`src/rtl/branch_sequencer.sv`:
```
// branch_sequencer: control-unit slice for the conditional-branch instruction.
// Latency: start accepted at end of T2 -> T3..T6 strobes -> done pulse 5 cycles after start (no hold).
// Backpressure: hold freezes the sequence, gates load strobes, and blocks start acceptance in IDLE.
//
// Ports:
//   clock, reset_n              : clock, asynchronous active-low reset
//   start, ir, con_in, hold     : fetch request, instruction, CON result, datapath stall
//   gra..pc_in                  : datapath strobes (Moore, decoded from state)
//   busy, done, taken           : sequence status and last branch outcome
//   taken_cnt, not_taken_cnt    : saturating outcome counters
module branch_sequencer #(
  parameter logic [4:0] OPC_BR = 5'b10010,
  parameter int         CNT_W  = 16
) (
  input  logic             clock,
  input  logic             reset_n,
  input  logic             start,
  input  logic [31:0]      ir,
  input  logic             con_in,
  input  logic             hold,
  output logic             gra,
  output logic             r_out,
  output logic             con_en,
  output logic             pc_out,
  output logic             y_in,
  output logic             c_out,
  output logic             alu_add,
  output logic             z_in,
  output logic             zlow_out,
  output logic             pc_in,
  output logic             busy,
  output logic             done,
  output logic             taken,
  output logic [CNT_W-1:0] taken_cnt,
  output logic [CNT_W-1:0] not_taken_cnt
);

  typedef enum logic [2:0] {
    S_IDLE = 3'd0,
    S_T3   = 3'd1,
    S_T4   = 3'd2,
    S_T5   = 3'd3,
    S_T6   = 3'd4,
    S_FIN  = 3'd5
  } state_e;

  localparam logic [CNT_W-1:0] CNT_ONE = {{(CNT_W-1){1'b0}}, 1'b1};
  localparam logic [CNT_W-1:0] CNT_MAX = {CNT_W{1'b1}};

  state_e           state_q, state_d;
  logic             taken_r_q, taken_r_d;
  logic             taken_q, taken_d;
  logic [CNT_W-1:0] taken_cnt_q, taken_cnt_d;
  logic [CNT_W-1:0] not_taken_cnt_q, not_taken_cnt_d;

  // Only the opcode field matters; the remaining IR bits belong to the datapath.
  logic unused_ir;
  assign unused_ir = ^ir[26:0];

  always_ff @(posedge clock or negedge reset_n) begin
    if (!reset_n) begin
      state_q         <= S_IDLE;
      taken_r_q       <= 1'b0;
      taken_q         <= 1'b0;
      taken_cnt_q     <= '0;
      not_taken_cnt_q <= '0;
    end else begin
      state_q         <= state_d;
      taken_r_q       <= taken_r_d;
      taken_q         <= taken_d;
      taken_cnt_q     <= taken_cnt_d;
      not_taken_cnt_q <= not_taken_cnt_d;
    end
  end

  // Next-state: every transition out of a non-IDLE state waits for an un-held cycle.
  always_comb begin
    state_d         = state_q;
    taken_r_d       = taken_r_q;
    taken_d         = taken_q;
    taken_cnt_d     = taken_cnt_q;
    not_taken_cnt_d = not_taken_cnt_q;
    case (state_q)
      S_IDLE: if (start && !hold && ir[31:27] == OPC_BR) state_d = S_T3;
      S_T3:   if (!hold) state_d = S_T4;
      S_T4: begin
        if (!hold) begin
          state_d   = S_T5;
          // CON settled after CONin in T3; this edge is the only capture point.
          taken_r_d = con_in;
        end
      end
      S_T5:   if (!hold) state_d = S_T6;
      S_T6: begin
        if (!hold) begin
          state_d = S_FIN;
          taken_d = taken_r_q;
          if (taken_r_q) begin
            if (taken_cnt_q != CNT_MAX) taken_cnt_d = taken_cnt_q + CNT_ONE;
          end else begin
            if (not_taken_cnt_q != CNT_MAX) not_taken_cnt_d = not_taken_cnt_q + CNT_ONE;
          end
        end
      end
      // FIN never chains into T3, which enforces the 6-cycle branch spacing.
      S_FIN:   if (!hold) state_d = S_IDLE;
      default: state_d = S_IDLE;
    endcase
  end

  // Strobe decode: bus drivers follow the state; load enables are suppressed under hold.
  always_comb begin
    gra      = 1'b0;
    r_out    = 1'b0;
    con_en   = 1'b0;
    pc_out   = 1'b0;
    y_in     = 1'b0;
    c_out    = 1'b0;
    alu_add  = 1'b0;
    z_in     = 1'b0;
    zlow_out = 1'b0;
    pc_in    = 1'b0;
    busy     = 1'b0;
    done     = 1'b0;
    case (state_q)
      S_T3: begin
        gra    = 1'b1;
        r_out  = 1'b1;
        con_en = !hold;
        busy   = 1'b1;
      end
      S_T4: begin
        pc_out = 1'b1;
        y_in   = !hold;
        busy   = 1'b1;
      end
      S_T5: begin
        c_out   = 1'b1;
        alu_add = 1'b1;
        z_in    = !hold;
        busy    = 1'b1;
      end
      S_T6: begin
        zlow_out = 1'b1;
        pc_in    = taken_r_q && !hold;
        busy     = 1'b1;
      end
      S_FIN:   done = 1'b1;
      default: ;
    endcase
  end

  assign taken         = taken_q;
  assign taken_cnt     = taken_cnt_q;
  assign not_taken_cnt = not_taken_cnt_q;

endmodule
```
`config.mk`:
```
export PLATFORM = sky130hd
export DESIGN_NAME = branch_sequencer
export DESIGN_NICKNAME = d
export VERILOG_FILES = /design/src/rtl/branch_sequencer.sv
export SDC_FILE = /design/constraint.sdc
export NUM_CORES = 1
export LEC_CHECK = 0
export ABC_AREA = 1
export CAP_MARGIN = 25
export CELL_PAD_IN_SITES_DETAIL_PLACEMENT = 0
export CELL_PAD_IN_SITES_GLOBAL_PLACEMENT = 1
export CORE_ASPECT_RATIO = 1.2
export CORE_MARGIN = 5
export CORE_UTILIZATION = 33
export DETAILED_ROUTE_END_ITERATION = 16
export GPL_ROUTABILITY_DRIVEN = 0
export PLACE_DENSITY_LB_ADDON = 0.1
export REMOVE_ABC_BUFFERS = 1
export SLEW_MARGIN = 25
export SYNTH_ARGS = -nofsm -noshare
export SYNTH_HDL_FRONTEND = slang
export SYNTH_SLANG_ARGS = --single-unit
```
`constraint.sdc`:
```
create_clock -name clock -period 3.1 [get_ports clock]
set_clock_uncertainty 0.2 [all_clocks]
set_input_delay 0.465 -clock clock [delete_from_list [all_inputs] [get_ports clock]]
set_output_delay 0.465 -clock clock [all_outputs]
set_load 0.02 [all_outputs]
```
==> summary.txt <==
Logic synthesis
  • Seq cells post-synth: 37
  • YS warnings: 0
  • Syn Std Cell Area: 0.00232 mm^2
  • Synth cell types: 24
  • Yosys top cell area share: 39.9%
  • Synth Area per Inst: 6.89 um^2
  • Sequential-to-total area share from yosys stat: 39.9%
  • Synth area leaders: dfrtp_1 40%, nand2_1 24%, nor2_1 5.8%
  • Syn Inst Count: 337
  • Yosys top cell by area: dfrtp_1

Timing
  • Final Hold Vio Count: 0
  • Max-slew headroom: 42.0%
  • Fmax: 0.375 GHz
  • Final WS setup: 0.434 ns
  • RSZ-0062 raised after global routing: no
  • Slew Limit Fails: 0
  • Tmin final: 2.67 ns
  • Fin Setup TNS: 0 ns
  • # setup viols final: 0
  • Final period util: 86.0%
  • Worst Max-Slew Pin Slew: 0.869 ns

Floorplanning
  • I/O pin cnt: 82
  • Die Footprint: 0.00882 mm^2
  • Core area: 0.00685 mm^2
  • Cell Rows: 33
  • Die Wd: 86.6 um
  • Die Y: 102 um
  • Initial Utilization: 33.9%

Setup path
  • Critical path fanouts, max: 6
  • RR Startpoint: not_taken_cnt[0]$_DFFE_PN0P_
  • Cells along the critical path: clkdlybuf4s50_1 > inv_1 > nand2_1 > nor2_2 > clkdlybuf4s50_1
  • Startpoint types: input port
  • Most used cell, CP: clkdlybuf4s50_1
  • Reg2reg path depth: 8
  • Slowest stage delay, CP: 0.63 ns
  • R2R setup slack: 0.95 ns
  • Worst r2r dst: not_taken_cnt[15]$_DFFE_PN0P_
  • Worst EP arrival: 2.00 ns
  • Worst setup path startpoint: hold
  • Critical Path End Type: output port
  • Critical Path Sink: pc_in
  • CP max stage cell: clkdlybuf4s50_1
  • Worst endpoint required time: 2.43 ns
  • Critical path class: input port to output port

Global routing
  • Number of global-route vias before repair: 2,194
  • Gr ovfl total: 0
  • First-pass GRT wire length: 10,000 um
  • Initial antenna violation count: 0
  • All-Layer GR Usage: 14.3%
  • Largest net degree at the start of global routing: 38

Clock network
  • Post-CTS Resized: 0
  • CTS Sinks: 37
  • Clock buffer depth: 2
  • CTS tree: built
  • Clk Tree Root Cell: clkbuf_8
  • CTS Buf Count: 5
  • Reg clk slew, reported paths: 0.08 ns
  • H-tree levels: 2
  • Setup bufs post-CTS: 0
  • Cts-stage hold buffer count: 0
  • Clock latency at the later pin of the worst-skew pair: 0.29 ns

Finish
  • Layout Nets: 431
  • Antenna cell count: 0
  • Layout area overhead: 29.1%
  • Most frequent cells in the layout: 151 x nand2_1, 53 x clkdlybuf4s50_1, 37 x dfrtp_1
  • Commonest non-fill, non-tap cell in the layout: nand2_1
  • Layout cells sized above 1: 5.34%

Power and ir drop
  • Maximum vdd drop: 381 uV
  • Pwr dens: 597 mW/mm^2
  • Leakage: 0.00141 uW
  • Total chip power: 1790 uW

Detailed routing
  • Antenna viol nets, final: 0
  • Wire length per cell: 12.1 um
  • DRC: 0
  • Vias/cell: 4.59
  • Initial DRC count: 55
  • Drt total wl: 5810 um
  • Vias post-DR: 2,205
  • Drt first pass iters: 6

Status
  • Status: complete, no violations

Placement
  • Hpwl dp: 4330 um
  • IO Port Bufs: 54
  • Pre-CTS setup slack: 0.411 ns

Flow run
  • Max Cap Viol: 0

Worst hold path
  • Hold/Removal Path Class: input port to async pin
==> worst min path at each step <==
stage	to	slack, ns	start
6_report	taken_cnt[9]$_DFFE_PN0P_	0.08	reset_n
5_1_grt	taken_cnt[9]$_DFFE_PN0P_	0.14	reset_n
4_1_cts	taken_cnt[9]$_DFFE_PN0P_	0.11	reset_n
3_5_place_dp	taken$_DFFE_PN0P_	0.30	taken$_DFFE_PN0P_
3_3_place_gp	taken$_DFFE_PN0P_	0.29	taken$_DFFE_PN0P_
2_1_floorplan	not_taken_cnt[0]$_DFFE_PN0P_	-0.03	reset_n
==> report_power, final <==
part / leakage, uW / total (uW) / switching [uW] / internal (uW)
Combinational: 0.000869 / 761 / 431 / 330
Clock: 0.0000450 / 331 / 175 / 156
Sequential: 0.000492 / 699 / 123 / 577
Total: 0.00141 / 1790 / 728 / 1060
==> layout make-up <==
type                       instances  area [um^2]
multi-input combinational        260         1210
inverter                          33          124
fill                             762         3850
sequential                        37          926
tap                               87          109
timing repair buffer              55          543
clock inverter                     2         10.0
clock buffer                       6         72.6
==> metal layers <==
metal  part of all wire, %  vias up  GRT usage (%)
li1                      -     1162              -
met1                    46     1007           17.2
met2                    50       32           25.0
met3                   3.3        4           3.31
met4                  0.88        0           4.92
met5                     0        -              0
==> per-stage QoR <==
| step | utilization (%) | cell area, um^2 | hold slack (ns) | instances |
|---|---|---|---|---|
| after global routing | 43.8 | 3000 | 0.145 | 480 |
| final | 43.8 | 3000 | 0.0811 | 480 |
| after detailed placement | 42.6 | 2920 | 0.302 | 472 |
| after CTS | 43.8 | 3000 | 0.108 | 480 |
| after floorplan | - | 2260 | -0.0306 | 330 |
| after global placement | 42.6 | 2920 | 0.291 | 472 |
==> Yosys cell counts <==
| library cell | number |
|---|---|
| nand4_1 | 12 |
| o21ai_1 | 6 |
| xor2_1 | 11 |
| nor2_4 | 1 |
| o21ai_0 | 7 |
| xnor2_1 | 4 |
| nand3b_1 | 2 |
| buf_4 | 4 |
| buf_6 | 2 |
| nand3_2 | 2 |
| dfrtp_1 | 37 |
| o21ai_4 | 1 |
| ha_1 | 2 |
| nor2_1 | 36 |
| clkinv_1 | 1 |
| nand3_1 | 18 |
| buf_2 | 1 |
| nand2_1 | 151 |
| nor3_1 | 2 |
| inv_1 | 29 |
| nor2_2 | 2 |
| nand3_4 | 2 |
| nand2_2 | 1 |
| inv_2 | 3 |
==> registers in the layout, indices dropped and copies added (netlist names) <==
signal         count
not_taken_cnt     16
state_q            3
taken              1
taken_cnt         16
taken_r_q          1
==> cell families after synthesis <==
family,share of synthesized area [%]
XOR/XNOR,5.66
AND/OR/NAND/NOR,42.1
AO/OA/AOI/OAI,3.50
adder cells (fa/ha/maj),1.08
buffers and inverters,7.81
flip-flops,39.9
==> worst max-delay path: cells and delay by family <==
kind                   cells  cell delay [ns]
buffers and inverters      3             1.29
and+or+nand+nor            2             0.25
Note: power is estimated with default switching activity, not from simulation.
